<file path="config.mk">
export PLATFORM = sky130hd
export DESIGN_NAME = instruction_fetch_unit
export DESIGN_NICKNAME = d
export VERILOG_FILES = /design/src/rtl/instruction_fetch_unit.sv
export SDC_FILE = /design/constraint.sdc
export NUM_CORES = 1
export LEC_CHECK = 0
export BUFFER_PORTS_ARGS = -buffer_cell sky130_fd_sc_hd__buf_4
export CAP_MARGIN = 20
export CORE_MARGIN = 1
export CORE_UTILIZATION = 50
export CTS_BUF_LIST = sky130_fd_sc_hd__clkbuf_16
export DETAILED_ROUTE_END_ITERATION = 7
export PLACE_DENSITY = 0.93
export SETUP_SLACK_MARGIN = 0.5
export SLEW_MARGIN = 20
export SYNTH_ARGS = -nofsm -noshare
export SYNTH_HDL_FRONTEND = slang
export SYNTH_SLANG_ARGS = --single-unit
</file>
<file path="constraint.sdc">
create_clock -name clk -period 3.5 [get_ports clk]
set_input_delay 0 -clock clk [delete_from_list [all_inputs] [get_ports clk]]
set_output_delay 0 -clock clk [all_outputs]
set_load 0.1 [all_outputs]
</file>
<file path="src/rtl/instruction_fetch_unit.sv">
// ---------------------------------------------------------------------------
// instruction_fetch_unit
//
// Read-port consumer for the instruction RAM. It owns the program counter,
// drives the RAM address, and absorbs the RAM's one-cycle registered read
// latency. Each fetched word is split into an opcode and an operand and
// offered to the control unit over a valid/ready handshake. The unit follows
// jumps, and it stops fetching once it accepts the end-of-program opcode.
//
// With instr_ready held high, the unit delivers one instruction every three
// cycles (ISSUE -> WAIT -> VALID).
//
// Optional feature: define FETCH_PERF_CNT_EN to add a saturating 16-bit
// count of accepted handshakes on the fetch_count port.
//
// Ports
//   clk          in   system clock, rising edge
//   reset        in   asynchronous, active-high reset
//   mem_address  out  registered address to instruction RAM (== pc)
//   mem_instr    in   RAM read data, valid one cycle after address sampled
//   instr_valid  out  opcode/operand hold a fetched instruction
//   instr_ready  in   control unit accepts the instruction this cycle
//   opcode       out  registered mem_instr[15:10]
//   operand      out  registered mem_instr[9:0]
//   jump_en      in   take jump; sampled only on handshake
//   jump_target  in   next pc when jump_en
//   halted       out  HALT_OPCODE accepted; fetching stopped
//   fetch_count  out  accepted-handshake count (FETCH_PERF_CNT_EN only)
// ---------------------------------------------------------------------------
module instruction_fetch_unit #(
    parameter int ADDR_WIDTH   = 8,
    parameter int INSTR_WIDTH  = 16,
    parameter int OPCODE_WIDTH = 6,
    parameter int HALT_OPCODE  = 46
) (
    input  logic                                clk,
    input  logic                                reset,
    output logic [ADDR_WIDTH-1:0]               mem_address,
    input  logic [INSTR_WIDTH-1:0]              mem_instr,
    output logic                                instr_valid,
    input  logic                                instr_ready,
    output logic [OPCODE_WIDTH-1:0]             opcode,
    output logic [INSTR_WIDTH-OPCODE_WIDTH-1:0] operand,
    input  logic                                jump_en,
    input  logic [ADDR_WIDTH-1:0]               jump_target,
    output logic                                halted
`ifdef FETCH_PERF_CNT_EN
    ,
    output logic [15:0]                         fetch_count
`endif
);

    localparam int                       OPERAND_WIDTH = INSTR_WIDTH - OPCODE_WIDTH;
    localparam logic [OPCODE_WIDTH-1:0]  HALT_OP       = OPCODE_WIDTH'(HALT_OPCODE);

    typedef enum logic [1:0] {
        S_ISSUE,  // address on the bus; RAM samples it at the next edge
        S_WAIT,   // RAM data arrives; capture it at the next edge
        S_VALID,  // instruction offered to the control unit
        S_HALT    // end-of-program accepted; frozen until reset
    } state_e;

    state_e                     state_q, state_d;
    logic [ADDR_WIDTH-1:0]      pc_q, pc_d;
    logic [OPCODE_WIDTH-1:0]    opcode_q, opcode_d;
    logic [OPERAND_WIDTH-1:0]   operand_q, operand_d;
    logic                       valid_q, valid_d;
    logic                       halted_q, halted_d;
`ifdef FETCH_PERF_CNT_EN
    logic [15:0]                count_q, count_d;
`endif

    // The pc register feeds the RAM address directly, so the address only
    // changes on the edge that enters ISSUE and stays stable through WAIT.
    assign mem_address = pc_q;
    assign instr_valid = valid_q;
    assign opcode      = opcode_q;
    assign operand     = operand_q;
    assign halted      = halted_q;
`ifdef FETCH_PERF_CNT_EN
    assign fetch_count = count_q;
`endif

    always_comb begin
        // NOTE: every signal written here gets a default first, so no path
        // leaves one unassigned and no latch is inferred.
        state_d   = state_q;
        pc_d      = pc_q;
        opcode_d  = opcode_q;
        operand_d = operand_q;
        valid_d   = valid_q;
        halted_d  = halted_q;
`ifdef FETCH_PERF_CNT_EN
        count_d   = count_q;
`endif
        unique case (state_q)
            S_ISSUE: begin
                state_d = S_WAIT;
            end
            S_WAIT: begin
                opcode_d  = mem_instr[INSTR_WIDTH-1 -: OPCODE_WIDTH];
                operand_d = mem_instr[OPERAND_WIDTH-1:0];
                valid_d   = 1'b1;
                state_d   = S_VALID;
            end
            S_VALID: begin
                if (instr_ready) begin
                    valid_d = 1'b0;
`ifdef FETCH_PERF_CNT_EN
                    if (count_q != 16'hFFFF) begin
                        count_d = count_q + 16'd1;
                    end
`endif
                    // The halt opcode wins over a simultaneous jump request.
                    if (opcode_q == HALT_OP) begin
                        halted_d = 1'b1;
                        state_d  = S_HALT;
                    end else begin
                        // Sequential fetch wraps naturally at 2^ADDR_WIDTH.
                        pc_d    = jump_en ? jump_target : pc_q + ADDR_WIDTH'(1);
                        state_d = S_ISSUE;
                    end
                end
            end
            S_HALT: begin
                state_d = S_HALT;
            end
            default: begin
                state_d = S_ISSUE;
            end
        endcase
    end

    // NOTE: state registers use non-blocking assignments so every flop
    // samples pre-edge values, regardless of the order the processes run in.
    always_ff @(posedge clk or posedge reset) begin
        if (reset) begin
            state_q   <= S_ISSUE;
            pc_q      <= '0;
            opcode_q  <= '0;
            operand_q <= '0;
            valid_q   <= 1'b0;
            halted_q  <= 1'b0;
`ifdef FETCH_PERF_CNT_EN
            count_q   <= '0;
`endif
        end else begin
            state_q   <= state_d;
            pc_q      <= pc_d;
            opcode_q  <= opcode_d;
            operand_q <= operand_d;
            valid_q   <= valid_d;
            halted_q  <= halted_d;
`ifdef FETCH_PERF_CNT_EN
            count_q   <= count_d;
`endif
        end
    end

endmodule

</file>
### Word-level counts from Yosys, hierarchy flattened

Cells that the tools add are included.

* latch bits: 0
* memories: 0
* RAM bits: 0
* input port bits: 28
* memory bits (read-only): 0
* register bits after elaboration: 28

* bitwise gates (word level): 1
* shift operators: 0
* add/sub/neg operators: 1
* reductions and logical operators: 5
* eq/ne operators: 5
* order comparisons: 0
* divide/modulo/power cells: 0
* multiplexer cells: 6
* multipliers: 0

Operator list (count)
* $add 8x1->8 const B: 1
* $mux 8: 1
* $pmux 2 s4: 1
* $eq 6x6->1 const B: 1
* $reduce_and 3->1: 2
* $eq 2x2->1 const B: 2
* $mux 2: 2
* $eq 2x1->1 const B: 1
* $logic_not 2->1: 1
* $ne 2x2->1 const B: 1
* $pmux 1 s2: 1
* $reduce_and 2->1: 1
* $reduce_bool 2->1: 1
* $mux 1: 1
* $not 1->1: 1

### Longest topological paths before layout

* depth in word-level cells: 4
* depth in mapped cells: 6
* depth with buffers taken out: 5

### Worst setup path after synthesis

No wires, ideal clock.

* path kind: register to register
* start point: reg opcode_q[0] (netlist: opcode[0])
* end point: reg pc_q[0] (netlist: mem_address[0])
* arrival time: 1964 ps
* required time: 3376 ps
* setup time: 124 ps
* stages on the path, launching flop included: 6
* setup slack: 1412 ps
* path through: dfrtp_1 and4bb_1 a31o_1 buf_6 buf_8 a211o_1

* word-level cells in the longest chain between the ends: 3

RTL lines
* start, declared: RTL line 65 `logic [OPCODE_WIDTH-1:0] opcode_q, opcode_d;`
* start signal, assigned: RTL line 150 `opcode_q <= opcode_d;`
* $eq 6x6->1: RTL line 115 `if (opcode_q == HALT_OP) begin`
* $not 1->1 (no source line)
* $reduce_and 3->1 (no source line)
* end signal, assigned: RTL line 149 `pc_q <= pc_d;`
* end, declared: RTL line 64 `logic [ADDR_WIDTH-1:0] pc_q, pc_d;`

No other way between the ends.
A chain may end at the register's enable or synchronous reset.

### Worst setup path in the final report

Ends and elaborated chain as after synthesis.

==> impl_metrics.tcl <==
set metrics [dict create \
    status "complete, no violations" \
    stdcell_count 207 \
    end_kind "flop" \
    required_ps 3650 \
    synth.area.top_cells "dfrtp_1 54%, mux2_2 15%, o22a_2 3.8%" \
    synthArstFlopShare 1.00 \
    yosys-top-cells-count "28 x dfrtp_1, 17 x mux2_2, 8 x nor2_1" \
    period_minus_slack_ps 1700 \
    io_pins 54 \
    drive_above_1_share 0.452 \
    cts_setup_buffers 0 \
    whs_ps 43.7 \
    die_area_um2 2820 \
    maxCapViolations 0 \
    syn_avg_cell_area_um2 12.0 \
    rsz0062_at_grt "false" \
    cts_sinks 28 \
    gp_congestion 0.759 \
    grt_usage 0.269 \
    slew_violations 0 \
    fillers 141 \
    die_w_um 53.1 \
    cts_made_buffers 3 \
    grt_pass1_wl_um 5410 \
    grt_antenna_before_repair 0 \
    gr-total-overflow 0 \
    rows 18 \
    numPortBuffers 53 \
    synth_edf_count 0 \
    synth-main-ff-cell "dfrtp_1" \
    dr.pass1.iters 4 \
    seqCellArea_um2 701 \
    postRouteAntennaNets 0 \
    synth.most_common_cell "dfrtp_1" \
    cts_root_buf "clkbuf_16" \
    critPathLaunchType "flop" \
    yosysWarningCount 0 \
    ys_ff_latch 28 \
    fin_crit_sh 0.486 \
    dr.first_iter.drc_count 24 \
    cp_max_fo 17 \
    drt_drc_violations_left 0 \
    synthCells 109 \
    cts_tree "yes" \
    post-dp-hpwl_um 1950 \
    cts.clk_slew.worst_paths_ps 70 \
    clockBufferDepth 2 \
    grt_pass1_vias 1156 \
    yosysTopAreaCellShare 0.537 \
    fin_area_um2 1950 \
    setup_viol_count_final 0 \
    relSlewSlack 0.601 \
    fin_setup_tns_ps 0 \
    dp_cells 187 \
    hold_class "input pin to flop" \
    route.final.wire_length_um 3400 \
    initial_utilization 0.527 \
    grt_max_degree 29 \
    critPathKind "flop to flop" \
    die_h_um 53.1 \
    placed_cell_area_um2 1700 \
    tightest_slew_ps 597 \
    synth_top_cell_by_area "dfrtp_1" \
    fin_skew_ps 5.81 \
    vias 1130 \
    core_area_um2 2480 \
    syn_area_um2 1310 \
    antenna_cells 0 \
    hold_violations 0 \
    fin_nets 208 \
    cts.htree.levels 1 \
    syn_nets 138 \
    via_per_inst 5.46 \
    yosysSeqAreaShare 0.537 \
    crit_arrival_ps 1850 \
    clk_latency_ps 260 \
    yosysUniqueCellTypes 32 \
    avgRoutedWirePerCell_um 16.4 \
    multiInputGateArea_um2 548 \
    syn_to_final_growth_pct 49.3 \
    fmax_ghz 0.588 \
]
-- area by class of cell --
cell class                 instances  area share
multi-input combinational         72       0.281
inverter                           3     0.00578
clock buffer                       3      0.0385
timing repair buffer              71       0.295
tap                               30      0.0193
sequential                        28       0.360
-- worst paths after layout --
path	start	endpoint	slack, ps	cells after the start
max	opcode[0]	mem_address[0]	1800	4
min	jump_target[1]	mem_address[1]	40	3
max reg2reg	opcode[0]	mem_address[0]	1800	4
min reg2reg	halted	halted	510	1
max in group asynchronous	reset	state_q[1]	2720	3
min in group asynchronous	reset	operand[9]	380	3
-- worst max-delay path: stages, from the launching register on --
cell and delay (ps):
dfrtp_1 400, and4bb_1 340, a31o_1 490, nor3_1 80, a211o_1 280
-- placed cells by master (no fill, tap or decap), types with 2 or more instances in the layout --
cell	synthesis	final
o22a_2	5	5
buf_4	0	54
nand2_1	5	5
a31oi_1	2	2
nor2_1	8	8
nor3_1	2	2
o21ai_0	3	3
clkbuf_16	0	3
nand4_1	2	2
a21o_1	2	2
a21oi_1	6	6
nand3_1	2	2
nor2b_1	3	3
and4b_1	2	2
inv_1	3	2
mux2_2	17	17
dfrtp_1	28	28
dlygate4sd3_1	0	17
-- flip-flops by register name, summed over array words and instances, names as in the netlist --
register,cells
operand,10
mem_address,8
opcode,6
state_q,2
halted,1
instr_valid,1
-- per-layer routing --
metal	part of all wire	up-vias	wire length, um	track usage
met5	0	-	0	0
li1	-	532	-	-
met1	0.43	533	1470	0.340
met2	0.49	61	1650	0.460
met4	0.014	0	46	0.0877
met3	0.069	4	233	0.0489
-- metrics by stage --
step | utilization | worst slack [ps]
6_report | 0.786 | 1800
5_1_grt | 0.786 | 1650
4_1_cts | 0.782 | 1830
3_5_place_dp | 0.687 | 1850
3_3_place_gp | 0.687 | 1910
2_1_floorplan | - | 1410
-- logic make-up (layout without fill, tap and decap cells) --
| kind of cell | count (synthesis) | count (layout) | share of synthesized area |
|---|---|---|---|
| compound gates | 23 | 23 | 0.127 |
| fa+ha+maj | 1 | 1 | 0.00959 |
| buf+inv | 9 | 77 | 0.0431 |
| flops | 28 | 28 | 0.537 |
| mux | 18 | 18 | 0.154 |
| simple gates | 30 | 30 | 0.129 |
-- what timing repair did --
item,4_1_cts,5_1_grt
gates resized for setup,0,0
hold buffers,16,1
endpoints found under the hold margin,16,28
Power is not shown: default switching activity piles up to over one toggle a cycle in this logic, so the estimate is an artifact.
